===== config.mk =====
export PLATFORM = sky130hd
export DESIGN_NAME = btn_debounce
export DESIGN_NICKNAME = d
export VERILOG_FILES = /design/src/rtl/btn_pkg.sv /design/src/rtl/btn_debounce_ch.sv /design/src/rtl/btn_debounce.sv
export SDC_FILE = /design/constraint.sdc
export NUM_CORES = 1
export LEC_CHECK = 0
export CELL_PAD_IN_SITES_DETAIL_PLACEMENT = 1
export CELL_PAD_IN_SITES_GLOBAL_PLACEMENT = 1
export CORE_MARGIN = 2
export CORE_UTILIZATION = 40
export CTS_BUF_LIST = sky130_fd_sc_hd__clkbuf_4 sky130_fd_sc_hd__clkbuf_8 sky130_fd_sc_hd__clkbuf_16
export CTS_CLUSTER_DIAMETER = 60
export DETAILED_ROUTE_END_ITERATION = 7
export PLACE_DENSITY = 0.69
export SETUP_SLACK_MARGIN = 0.1
export SLEW_MARGIN = 25
export SYNTH_ARGS = -nofsm -noshare
export SYNTH_HDL_FRONTEND = slang
export SYNTH_SLANG_ARGS = --single-unit

===== constraint.sdc =====
create_clock -name clk -period 2.39 [get_ports clk]
set_clock_uncertainty 0.1 [all_clocks]
set_input_delay 0.239 -clock clk [delete_from_list [all_inputs] [get_ports clk]]
set_output_delay 0.239 -clock clk [all_outputs]
set_load 0.005 [all_outputs]

===== src/rtl/btn_pkg.sv =====
// Shared constants for the pushbutton debouncer: channel count, board button
// index map and default filter timing.
package btn_pkg;

    // Number of board pushbuttons handled by the debouncer.
    localparam int unsigned N_BTN = 5;

    // Bit positions of each board button in the debouncer vectors.
    localparam int unsigned BTN_C = 0;
    localparam int unsigned BTN_U = 1;
    localparam int unsigned BTN_L = 2;
    localparam int unsigned BTN_R = 3;
    localparam int unsigned BTN_D = 4;

    // Default filter timing: 2-flop synchronizer, 10 ms at 100 MHz.
    localparam int unsigned SYNC_STAGES_DEF     = 2;
    localparam int unsigned DEBOUNCE_CYCLES_DEF = 1000000;

    // Width of a counter that has to hold 0 .. cycles-1.
    function automatic int unsigned cnt_width(input int unsigned cycles);
        return (cycles > 1) ? $clog2(cycles) : 1;
    endfunction

endpackage


===== src/rtl/btn_debounce_ch.sv =====
// One debouncer channel: synchronizer chain, stability counter, accepted level
// and registered edge pulses. The release pulse exists only when
// BTN_RELEASE_PULSE_EN is defined.
module btn_debounce_ch #(
    parameter int unsigned SYNC_STAGES     = 2,
    parameter int unsigned DEBOUNCE_CYCLES = 1000000
) (
    input  logic i_clk,
    input  logic i_rst_n,
    input  logic i_raw,
    output logic o_level,
    output logic o_press
`ifdef BTN_RELEASE_PULSE_EN
    ,
    output logic o_release
`endif
);

    import btn_pkg::*;

    localparam int unsigned      CNT_W   = cnt_width(DEBOUNCE_CYCLES);
    localparam logic [CNT_W-1:0] CNT_MAX = CNT_W'(DEBOUNCE_CYCLES - 1);

    logic [SYNC_STAGES-1:0] r_sync;
    logic [CNT_W-1:0]       r_cnt;
    logic                   r_level;
    logic                   r_press;
    logic                   w_sync;
    logic                   w_differ;
    logic                   w_accept;

    // Synchronizer chain: raw pin enters bit 0, the top bit is the only safe sample.
    always_ff @(posedge i_clk) begin
        if (!i_rst_n) begin
            r_sync <= '0;
        end else begin
            r_sync <= {r_sync[SYNC_STAGES-2:0], i_raw};
        end
    end

    assign w_sync   = r_sync[SYNC_STAGES-1];
    assign w_differ = w_sync ^ r_level;
    // Accept once the new level has been seen for DEBOUNCE_CYCLES edges in a row.
    assign w_accept = w_differ && (r_cnt == CNT_MAX);

    // Stability counter: runs only while the sample disagrees with the accepted level,
    // so any single-cycle return to the old level restarts it from zero.
    always_ff @(posedge i_clk) begin
        if (!i_rst_n) begin
            r_cnt <= '0;
        end else if (!w_differ || w_accept) begin
            r_cnt <= '0;
        end else if (r_cnt < CNT_MAX) begin
            r_cnt <= r_cnt + CNT_W'(1);
        end
    end

    // Accepted level and press pulse update on the same edge, so the pulse marks
    // exactly the first cycle the level reads 1.
    always_ff @(posedge i_clk) begin
        if (!i_rst_n) begin
            r_level <= 1'b0;
            r_press <= 1'b0;
        end else begin
            r_press <= w_accept & w_sync;
            if (w_accept) begin
                r_level <= w_sync;
            end
        end
    end

    assign o_level = r_level;
    assign o_press = r_press;

`ifdef BTN_RELEASE_PULSE_EN
    logic r_release;

    // Release pulse: first cycle the level reads 0 after being 1; level resets to 0,
    // so this cannot fire straight out of reset.
    always_ff @(posedge i_clk) begin
        if (!i_rst_n) begin
            r_release <= 1'b0;
        end else begin
            r_release <= w_accept & ~w_sync;
        end
    end

    assign o_release = r_release;
`endif

endmodule


===== src/rtl/btn_debounce.sv =====
// Pushbutton debouncer for the memory-mapped I/O block. Each board button is
// synchronized and filtered independently; outputs are clean levels plus
// one-cycle press pulses. Define BTN_RELEASE_PULSE_EN to add the btn_release
// port with matching one-cycle release pulses.
module btn_debounce #(
    parameter int unsigned N_BTN           = btn_pkg::N_BTN,
    parameter int unsigned SYNC_STAGES     = btn_pkg::SYNC_STAGES_DEF,
    parameter int unsigned DEBOUNCE_CYCLES = btn_pkg::DEBOUNCE_CYCLES_DEF
) (
    input  logic             clk,
    input  logic             rst_n,
    input  logic [N_BTN-1:0] btn_raw,
    output logic [N_BTN-1:0] btn_level,
    output logic [N_BTN-1:0] btn_press
`ifdef BTN_RELEASE_PULSE_EN
    ,
    output logic [N_BTN-1:0] btn_release
`endif
);

    import btn_pkg::*;

    // Channels are fully independent; bit i of every vector belongs to channel i
    // (C, U, L, R, D at BTN_C .. BTN_D).
    for (genvar g = 0; g < N_BTN; g++) begin : g_ch
        btn_debounce_ch #(
            .SYNC_STAGES     (SYNC_STAGES),
            .DEBOUNCE_CYCLES (DEBOUNCE_CYCLES)
        ) u_ch (
            .i_clk     (clk),
            .i_rst_n   (rst_n),
            .i_raw     (btn_raw[g]),
            .o_level   (btn_level[g]),
            .o_press   (btn_press[g])
`ifdef BTN_RELEASE_PULSE_EN
            ,
            .o_release (btn_release[g])
`endif
        );
    end

endmodule


; ---- Word-level counts from Yosys, hierarchy flattened
; Cells that the tools add are included.
[classes]
n_addsub = 5
n_lt_le_gt_ge = 5
n_eq_ne = 5
n_bitwise = 11
n_reduce_logical = 20
[ops]
columns = cell, n
row1 = $add A20 B1 Y20 const B, 5
row2 = $eq A20 B20 Y1 const B, 5
row3 = $lt A20 B20 Y1 const B, 5
row4 = $reduce_or A2 Y1, 5
row5 = $and A1 B1 Y1, 5
row6 = $logic_and A1 B1 Y1, 5
row7 = $logic_not A1 Y1, 5
row8 = $logic_or A1 B1 Y1, 5
row9 = $xor A1 B1 Y1, 5
row10 = $not A1 Y1, 1
[word_totals]
register_bits = 120
inputBits = 7
output_inout_bits = 10
word_cells = 66

; ---- Longest topological paths before layout
; Gate-level depths: netlist (run 1).
[depth]
word_depth = 4
depth_mapped = 9
ltp_nobuf = 7

; ---- Modules after synthesis
; From an unflattened synthesis (run 1), not the netlist that was laid out.
[unflattened]
hier_cells = 680
area_unflattened_um2 = 5924.4
[modules_own_cells]
columns = mod, instances, cells_each, area_per_inst_um2
row1 = btn_debounce_ch, 5, 136, 1184.9

; ---- Least setup slack after synthesis (run 1)
; Ideal clock, no wire load.
[synth_path]
path_type = register -> register
startpoint = register g_ch[0].u_ch.r_cnt[11]
endpoint = register g_ch[0].u_ch.r_cnt[4]
arrival_ns = 1.985
setup_slack_ns = 0.184
path_stages_with_launch = 7
path_buffers = 0
path_cell_list = dfxtp_1 or4_4 o311a_1 a31oi_4 nand2_1 nor2_1 mux2_2
[synth_between]
elab_chain_len = 4
[synth_rtl]
columns = item, line_no
row1 = "start, declared", btn_debounce_ch.sv:25  ; logic [CNT_W-1:0] r_cnt;
row2 = "start signal, assigned", btn_debounce_ch.sv:54  ; r_cnt <= r_cnt + CNT_W'(1);
row3 = branches (longest 4 deep; another with $lt A20 B20 Y1), n/a
; Parallel ways; which one is timed is not known.
; A chain may end at the register's enable or synchronous reset.

; ---- Final worst setup path (run 1)
[layout_path]
startpoint = register g_ch[3].u_ch.r_cnt[15]
endpoint = register g_ch[3].u_ch.r_cnt[12]
[layout_between]
elab_chain_len = 4
[layout_rtl]
columns = item, line_no
row1 = "start, declared", btn_debounce_ch.sv:25
row2 = "start signal, assigned", btn_debounce_ch.sv:54
row3 = branches (longest 4 deep; another with $lt A20 B20 Y1), n/a
; Parallel ways; which one is timed is not known.

==> results of run 1 <==
[metal layers]
layer / up-vias / share of wire / wire length (um)
met5: - / 0 / 0
met4: 0 / 0.020 / 255
met3: 23 / 0.026 / 340
met2: 57 / 0.49 / 6350
met1: 2196 / 0.46 / 5950
li1: 2239 / - / -
[stage by stage]
step           setup TNS, ns  cells  power, mW   util
2_1_floorplan              0    620       2.09      -
3_3_place_gp               0    811       2.11  0.435
3_5_place_dp         -0.0308    811       2.12  0.435
4_1_cts                    0    848       4.67  0.481
5_1_grt                    0    855       4.76  0.489
6_report                   0    855       4.61  0.489
[cell families after synthesis]
family,Yosys count,synth area share
simple gates,330,0.310
flops,120,0.432
xor+xnor,90,0.142
compound gates,33,0.0569
buf+inv,33,0.0317
mux,9,0.0164
fa+ha+maj,5,0.0112
[what timing repair did]
action | 4_1_cts | 5_1_grt
setup buffers | 5 | 6
pin swaps | 2 | 12
resized for setup | 1 | 16
setup endpoints to repair | 12 | 55
gates cloned | 0 | 1
[power groups by stage]
stage | logic [mW] | clock network (mW) | registers (mW)
after global routing | 0.0603 | 2.68 | 2.02
after detailed placement | 0.0544 | 0 | 2.06
after CTS | 0.0550 | 2.60 | 2.02
after global placement | 0.0530 | 0 | 2.06
final | 0.0532 | 2.54 | 2.02
after floorplan | 0.0302 | 0 | 2.06
[synth_stat cells (3+ instances only)]
| library cell | instances |
|---|---|
| buf_4 | 11 |
| nor2_1 | 105 |
| buf_2 | 3 |
| nor2b_1 | 5 |
| nand4_1 | 40 |
| or2_2 | 3 |
| a211oi_4 | 3 |
| ha_1 | 5 |
| dfxtp_1 | 120 |
| a21oi_1 | 4 |
| nor3_1 | 10 |
| o31ai_1 | 3 |
| clkbuf_1 | 12 |
| o31a_1 | 3 |
| xnor2_1 | 15 |
| xor2_1 | 75 |
| and4_1 | 9 |
| a31oi_1 | 5 |
| nor2_2 | 4 |
| and3_1 | 26 |
| mux2i_1 | 8 |
| or4_4 | 3 |
| or3_1 | 3 |
| or4_1 | 5 |
| inv_1 | 5 |
| and2_1 | 17 |
| nand2_1 | 43 |
| nand3_1 | 41 |
| nor4_1 | 4 |
[critical path: stages (launching register included)]
cell	delay, ns
dfxtp_2	0.32
or4_4	0.56
o311a_4	0.37
a211oi_4	0.25
buf_6	0.15
nand4_1	0.15
xor2_1	0.21
nor2_1	0.05
[how the worst max path moves through the flow]
stage / startpoint / end / slack (ns)
after floorplan: g_ch[0].u_ch.r_cnt[11] / g_ch[0].u_ch.r_cnt[4] / 0.18
after global placement: g_ch[3].u_ch.r_cnt[11] / g_ch[3].u_ch.r_cnt[15] / 0.08
after detailed placement: g_ch[3].u_ch.r_cnt[11] / g_ch[3].u_ch.r_cnt[15] / -0.03
after CTS: g_ch[0].u_ch.r_cnt[11] / g_ch[0].u_ch.r_cnt[4] / 0.10
after global routing: g_ch[3].u_ch.r_cnt[15] / g_ch[3].u_ch.r_cnt[12] / 0.05
final: g_ch[3].u_ch.r_cnt[15] / g_ch[3].u_ch.r_cnt[12] / 0.11
[layout make-up]
type,instances,area (sq um),share of cell area
Timing Repair Buffer,51,432,0.0643
Clock inverter,9,97.6,0.0145
Sequential cell,120,2410,0.358
Tap cell,180,225,0.0335
Multi-Input combinational cell,467,3050,0.454
Clock buffer,23,489,0.0729
Inverter,5,18.8,0.00279
[registers in the layout, indices dropped and copies added (netlist names)]
signal	cells
g_ch.u_ch.o_level	5
g_ch.u_ch.r_sync	10
g_ch.u_ch.o_press	5
g_ch.u_ch.r_cnt	100
==> flow_summary.json, run 1 <==
{
  "status": "complete, no violations",
  "syn_inst": 620,
  "die-area_sq_um": 14900,
  "dieWidth_um": 122,
  "grt_use_total": 0.181,
  "holdWs_ns": 0.311,
  "power_frac_seq": 0.438,
  "drt_iter0_markers": 199,
  "p_int_mw": 3.68,
  "crit_type": "reg -> reg",
  "final_common_cell": "dfxtp_1",
  "swShare": 0.203,
  "root_buffer": "clkbuf_16",
  "yosys.area.top_type": "dfxtp_1",
  "initial_core_util": 0.405,
  "antenna_found_initial": 0,
  "reg2regPathDepth": 7,
  "wl_per_cell_um": 15.1,
  "fmax_mhz": 439,
  "maxSlewHeadroom": 0.699,
  "grt.busiest_layer": "met2",
  "synthDominantCellAreaShare": 0.432,
  "ys_seq_area_frac": 0.432,
  "syn_nets": 632,
  "ir_drop_mv": 0.560,
  "die_h_um": 122,
  "worstSkewPairLatency_ns": 0.42,
  "grt_pass1_wl_um": 21400,
  "crit_arrival_ns": 2.48,
  "synth_warnings": 0,
  "hold_end": "g_ch[1].u_ch.r_sync[0]",
  "async_flop_share": 0,
  "grt_util_met2": 0.306,
  "hold_depth": 2,
  "yosysUniqueCellTypes": 56,
  "ys.flop_type": "dfxtp_1",
  "finalSetupViolCount": 0,
  "placed_area_sq_um": 5960,
  "syn_to_final_growth_pct": 20.7,
  "first_pass_iters": 4,
  "vias_per_cell": 5.28,
  "grt_max_degree": 21,
  "fin_ws_ns": 0.110,
  "grt_pass1_vias": 4553,
  "cp_data_required_time_ns": 2.59,
  "min-delay-start": "btn_raw[1]",
  "fillers": 1575,
  "r2r_end": "g_ch[3].u_ch.r_cnt[12]",
  "ant_nets": 0,
  "hold_violations": 0,
  "use_met3": 0.0426,
  "io_pins": 17,
  "layout-drive-gt1-share": 0.153,
  "clk_pin_slew_worst_paths_ns": 0.05,
  "preCtsSetupSlack_ns": -0.0308,
  "drv_slew": 0,
  "period_share": 0.954,
  "crit_path_start_kind": "flop",
  "p_clk_frac": 0.550,
  "p_switching_mw": 0.933,
  "cts_hold_buf": 0,
  "finalWeightedCongestion": 0.817,
  "drv_cap": 0,
  "grt_setup_unrepaired": "yes",
  "worstMarginPinSlew_ns": 0.449,
  "cts_buffers": 17,
  "row_count": 43,
  "synth_edf_count": 0,
  "hp-class": "in -> reg",
  "numPortBuffers": 16,
  "num_vias": 4515,
  "overflow": 0,
  "r2r-start": "g_ch[3].u_ch.r_cnt[15]",
  "critPathMaxFanout": 5,
  "nets": 674,
  "routed_wl_um": 12900,
  "synthesis.area_sq_um": 5560,
  "antenna_cells": 0,
  "cts_tree": "built",
  "grt.met1_usage": 0.217,
  "cts_buffer_depth": 2,
  "core_sq_um": 13700,
  "cellLeakagePower_nw": 2.47,
  "cp-end-kind": "flop",
  "power_density_nw_per_um2": 686,
  "mostFrequentLayoutCells": "dfxtp_1, nor2_1, xor2_1",
  "yosys_register_bits": 120,
  "htreeDepth": 4,
  "syn_avg_cell_area_sq_um": 8.97,
  "fin_crit_ns": 2.28,
  "synth.area.top_cells": "dfxtp_1, xor2_1, nor2_1, nand4_1, nand3_1",
  "combPwrFrac": 0.012,
  "drc": 0,
  "clkSinkCount": 120,
  "place_hpwl_um": 8710,
  "design_area_sq_um": 6720,
  "reg2reg_slack_ns": 0.11
}
No activity file was read; power rests on OpenSTA's default activity.
==> run 2: changes to the inputs <==
- SETUP_SLACK_MARGIN: 0.1 -> 0.05
==> run 2 against run 1 <==
Effect of this change: largest power group unchanged; core utilization is 0.57 points lower; critical path type unchanged; count of clock-buffer cells in the layout stayed put; design area is 1.2% lower.
==> flow_summary.json, run 2 (same netlist as run 1, synthesis figures left out) <==
{
  "status": "complete, no violations",
  "drt_iter0_markers": 185,
  "combPwrFrac": 0.012,
  "multi_input_area_sq_um": 3020,
  "grt_max_degree": 21,
  "cts_buffers": 17,
  "place_hpwl_um": 8710,
  "fillers": 1578,
  "power_frac_seq": 0.438,
  "overflow": 0,
  "fin_total_pwr_mw": 4.61,
  "cts_hold_buf": 0,
  "mostFrequentLayoutCells": "dfxtp_1, nor2_1, xor2_1",
  "cellLeakagePower_nw": 2.44,
  "clk_pin_slew_worst_paths_ns": 0.06,
  "crit_path_start_kind": "flop",
  "initial_core_util": 0.405,
  "fmax_mhz": 432,
  "numPortBuffers": 16,
  "drc": 0,
  "top_register": "g_ch.u_ch.r_cnt",
  "routed_wl_um": 12600,
  "grt_setup_unrepaired": "yes",
  "first_pass_iters": 4,
  "cts_tree": "built",
  "grt_use_total": 0.179,
  "p_switching_mw": 0.934,
  "wl_per_cell_um": 14.8,
  "period_share": 0.968,
  "drv_slew": 0,
  "power_density_nw_per_um2": 695,
  "worstSkewPairLatency_ns": 0.42,
  "grt_pass1_wl_um": 21200,
  "maxSlewHeadroom": 0.698,
  "die_h_um": 122,
  "ir_drop_mv": 0.553,
  "preCtsSetupSlack_ns": -0.0308,
  "final_common_cell": "dfxtp_1",
  "holdWs_ns": 0.311,
  "fin_ws_ns": 0.0771,
  "regArea_sq_um": 2410,
  "worstMarginPinSlew_ns": 0.450,
  "finalWeightedCongestion": 0.817,
  "hp-class": "in -> reg",
  "grt_pass1_vias": 4543,
  "core_sq_um": 13700,
  "p_clk_frac": 0.550,
  "syn_to_final_growth_pct": 19.3,
  "cts_buffer_depth": 2,
  "htreeDepth": 4,
  "crit_type": "reg -> reg",
  "hold_violations": 0,
  "vias_per_cell": 5.22,
  "io_pins": 17,
  "fin_crit_ns": 2.31,
  "root_buffer": "clkbuf_16",
  "die-area_sq_um": 14900,
  "crit_arrival_ns": 2.52,
  "nets": 668,
  "layout-drive-gt1-share": 0.139,
  "finalSetupViolCount": 0,
  "swShare": 0.203,
  "top_regs": "g_ch.u_ch.r_cnt x100, g_ch.u_ch.r_sync x10",
  "ant_nets": 0,
  "antenna_found_initial": 0,
  "cp-end-kind": "flop",
  "antenna_cells": 0,
  "row_count": 43,
  "num_vias": 4435,
  "cp_data_required_time_ns": 2.59,
  "dieWidth_um": 122,
  "clkSinkCount": 120,
  "drv_cap": 0,
  "largest_register_ff_count": 100,
  "p_int_mw": 3.68,
  "critPathMaxFanout": 7
}
[run 2: power groups by stage]
stage / clock network, mW / registers (mW) / logic, mW
global placement: 0 / 2.06 / 0.0530
CTS: 2.60 / 2.02 / 0.0550
detailed placement: 0 / 2.06 / 0.0544
floorplan: 0 / 2.06 / 0.0302
finish: 2.54 / 2.02 / 0.0533
global route: 2.68 / 2.02 / 0.0603
[run 2: final cells by class]
| type | count | share of cell area |
|---|---|---|
| Multi-Input combinational cell | 467 | 0.455 |
| Sequential cell | 120 | 0.362 |
| Clock buffer | 23 | 0.0737 |
| Timing Repair Buffer | 45 | 0.0575 |
| Tap cell | 180 | 0.0339 |
| Clock inverter | 9 | 0.0147 |
| Inverter | 5 | 0.00283 |
[run 2: critical path: stages (launching register included)]
cell	delay [ns]
dfxtp_2	0.33
or4_4	0.56
o311a_4	0.37
a211oi_4	0.37
buf_4	0.18
nand3_1	0.08
xor2_1	0.16
nor2_1	0.05
[run 2: worst paths after layout]
check	start	end	slack [ns]	cells past startpoint
worst min-delay path	btn_raw[1]	g_ch[1].u_ch.r_sync[0]	0.31	2
worst min register to register	g_ch[4].u_ch.r_sync[0]	g_ch[4].u_ch.r_sync[1]	0.33	1
worst max-delay path	g_ch[3].u_ch.r_cnt[12]	g_ch[3].u_ch.r_cnt[14]	0.08	7
worst max register to register	g_ch[3].u_ch.r_cnt[12]	g_ch[3].u_ch.r_cnt[14]	0.08	7
[run 2: per-layer routing]
layer / vias up / share of wire / global-route usage
met5: - / 0 / 0
met4: 0 / 0.017 / 0.0769
met3: 19 / 0.024 / 0.0426
met2: 47 / 0.49 / 0.303
met1: 2146 / 0.47 / 0.216
li1: 2223 / - / -
[run 2: stage by stage]
stage / utilization / TNS [ns] / cells / cell area [sq um]
finish: 0.484 / 0 / 849 / 6640
global route: 0.484 / 0 / 849 / 6640
CTS: 0.479 / 0 / 845 / 6570
detailed placement: 0.435 / -0.0308 / 811 / 5960
global placement: 0.435 / 0 / 811 / 5960
floorplan: - / 0 / 620 / 5560
[run 2: repair_timing]
action	CTS	global route
setup buffers	2	4
resized for setup	0	9
hold endpoints to repair	0	0
endpoints found under the setup margin	7	18
pin swaps	2	6
==> run 3: changes to the inputs <==
- ABC_AREA: not set -> 1
- CELL_PAD_IN_SITES_DETAIL_PLACEMENT: 1 -> 0
- CTS_CLUSTER_DIAMETER: 60 -> 200
- PLACE_DENSITY: 0.69 -> 0.73
==> run 3 against run 2 <==
Effect of this change: total power increased by 5.8%; register-to-register slack improved by 0.31 ns; non-clock buffer count decreased by 23; critical path type unchanged.
==> flow_summary.json, run 3 <==
{
  "syn_inst": 1169,
  "crit_type": "reg -> reg",
  "async_flop_share": 0,
  "wl_met3_um": 521,
  "ant_nets": 0,
  "fmax_mhz": 498,
  "maxSlewHeadroom": 0.627,
  "drt_iter0_markers": 329,
  "cp_top_family": "simple AND/OR/NAND/NOR gates",
  "cts_buffer_depth": 2,
  "tns_ns": 0,
  "nets": 1193,
  "power_density_nw_per_um2": 590,
  "grt_max_degree": 19,
  "dieWidth_um": 140,
  "drv_slew": 0,
  "finalWeightedCongestion": 0.829,
  "row_count": 49,
  "crit_arrival_ns": 2.22,
  "p_switching_mw": 1.02,
  "final_common_cell": "nand2_1",
  "fin_crit_ns": 2.01,
  "path_cells": "ha_1 > nand2_2 > nor2_4 > nand2_2 > nor2_4 > nand2_4 > nand3_4 > inv_1 > o21ai_0 > nor2_1",
  "synth_edf_count": 0,
  "crit_cells": 10,
  "post-cts-setup-buffer-count": 0,
  "overflow": 0,
  "place_hpwl_um": 13400,
  "p_int_mw": 3.86,
  "cp_data_required_time_ns": 2.60,
  "clkSinkCount": 120,
  "crit_path_start_kind": "flop",
  "grt_pass1_vias": 6402,
  "ys.flop_type": "dfxtp_1",
  "preCtsSetupSlack_ns": 0.385,
  "mostFrequentLayoutCells": "nand2_1, nor2_1, inv_1",
  "yosysUniqueCellTypes": 35,
  "min-delay-start": "btn_raw[3]",
  "syn_nets": 1181,
  "numPortBuffers": 16,
  "top_regs": "g_ch.u_ch.r_cnt x100, g_ch.u_ch.r_sync x10",
  "grt_use_total": 0.193,
  "wl_per_cell_um": 12.6,
  "finalSetupViolCount": 0,
  "critPathBufInv": 1,
  "cellLeakagePower_nw": 3.12,
  "drv_cap": 0,
  "cp-end-kind": "flop",
  "root_buffer": "clkbuf_16",
  "drc": 0,
  "r2r-start": "g_ch[0].u_ch.r_cnt[0]",
  "design_area_sq_um": 8260,
  "reg2reg_slack_ns": 0.38,
  "fillers": 1970,
  "layout-drive-gt1-share": 0.105,
  "m1WireLength_um": 9110,
  "grt_setup_unrepaired": "no",
  "io_pins": 17,
  "ys_seq_area_frac": 0.326,
  "htreeDepth": 4,
  "p_clk_frac": 0.574,
  "yosys.area.top_type": "dfxtp_1",
  "hold_depth": 3,
  "synthTopCellsByCount": "nand2_1, nor2_1, inv_1",
  "placed_area_sq_um": 7620,
  "fin_ws_ns": 0.384,
  "synth_warnings": 0,
  "num_vias": 6823,
  "hp-class": "in -> reg",
  "slowest_stage": "dfxtp_1",
  "hold_violations": 0,
  "die_h_um": 140,
  "antenna_cells": 0,
  "clk_pin_slew_worst_paths_ns": 0.06,
  "syn_avg_cell_area_sq_um": 6.31,
  "period_share": 0.839,
  "grt_pass1_wl_um": 30800,
  "crit_start": "g_ch[0].u_ch.r_cnt[0]",
  "yosys_register_bits": 120,
  "routed_wl_um": 18000,
  "syn_to_final_growth_pct": 12.0,
  "worstMarginPinSlew_ns": 0.558,
  "power_frac_seq": 0.414,
  "synth.area.top_cells": "dfxtp_1, nand2_1, nor2_1, inv_1, nand3_1",
  "reg2regPathDepth": 10,
  "top_layer_used": "met4",
  "hold_end": "g_ch[3].u_ch.r_sync[0]",
  "fin_util": 0.458,
  "vias_per_cell": 4.79,
  "critPathMaxFanout": 18,
  "top_register": "g_ch.u_ch.r_cnt",
  "synthDominantCellAreaShare": 0.326,
  "fin_cells": 1423,
  "die-area_sq_um": 19500,
  "synthesis.area_sq_um": 7380,
  "synth_most_common_cell": "nand2_1",
  "combPwrFrac": 0.012,
  "worstSkewPairLatency_ns": 0.42,
  "dp_cells": 1391,
  "largest_register_ff_count": 100,
  "cts_hold_buf": 0,
  "ir_drop_mv": 0.536,
  "first_pass_iters": 5,
  "wl_met2_um": 8240,
  "max_stage_delay_ns": 0.43,
  "initial_core_util": 0.409,
  "fin_total_pwr_mw": 4.88,
  "status": "complete, no violations",
  "ctsResizeCount": 0,
  "antenna_found_initial": 0,
  "holdWs_ns": 0.258,
  "core_sq_um": 18000,
  "cts_buffers": 17,
  "r2r_end": "g_ch[0].u_ch.r_cnt[1]",
  "cts_tree": "built",
  "swShare": 0.209
}
## run 3: routing by layer
layer  GRT usage  vias to the layer above
met2       0.320                       81
met5           0                        -
met4      0.0437                        0
met1       0.256                     3036
li1            -                     3696
met3      0.0430                       10
## run 3: area by class of cell
| class | count | area [sq um] | share of cell area |
|---|---|---|---|
| flip-flops and latches | 120 | 2400 | 0.291 |
| multi-input cells | 883 | 4210 | 0.510 |
| clock inverters | 11 | 170 | 0.0206 |
| inverters | 137 | 518 | 0.0627 |
| repair buffers | 22 | 205 | 0.0248 |
| clock buffers | 21 | 468 | 0.0566 |
| well taps | 229 | 287 | 0.0347 |
## run 3: worst max path at each step
stage,to
after detailed placement,g_ch[0].u_ch.r_cnt[1]
after CTS,g_ch[0].u_ch.r_cnt[1]
after global placement,g_ch[0].u_ch.r_cnt[1]
after floorplan,g_ch[0].u_ch.r_cnt[1]
final,g_ch[0].u_ch.r_cnt[1]
after global routing,g_ch[0].u_ch.r_cnt[1]
## run 3: kinds of logic (layout without fill, tap and decap cells)
| kind of cell | Yosys count | count (layout) | synth area share |
|---|---|---|---|
| AO/OA/AOI/OAI | 103 | 103 | 0.0795 |
| XOR/XNOR | 35 | 35 | 0.0415 |
| adder cells (fa/ha/maj) | 5 | 5 | 0.00848 |
| buffers and inverters | 166 | 191 | 0.104 |
| flip-flops | 120 | 120 | 0.326 |
| AND/OR/NAND/NOR | 740 | 740 | 0.441 |
## run 3: worst register-to-register path, cell delays in order, from the launching register on
cell	delay [ns]
dfxtp_1	0.43
ha_1	0.33
nand2_2	0.10
nor2_4	0.13
nand2_2	0.07
nor2_4	0.12
nand2_4	0.10
nand3_4	0.25
inv_1	0.12
o21ai_0	0.09
nor2_1	0.05
## run 3: power by group through the flow
stage | Combinational (mW) | Clock (mW) | Sequential, mW
floorplan | 0.0378 | 0 | 2.06
global placement | 0.0608 | 0 | 2.06
detailed placement | 0.0604 | 0 | 2.06
CTS | 0.0608 | 2.86 | 2.02
global route | 0.0670 | 2.94 | 2.02
finish | 0.0593 | 2.80 | 2.02
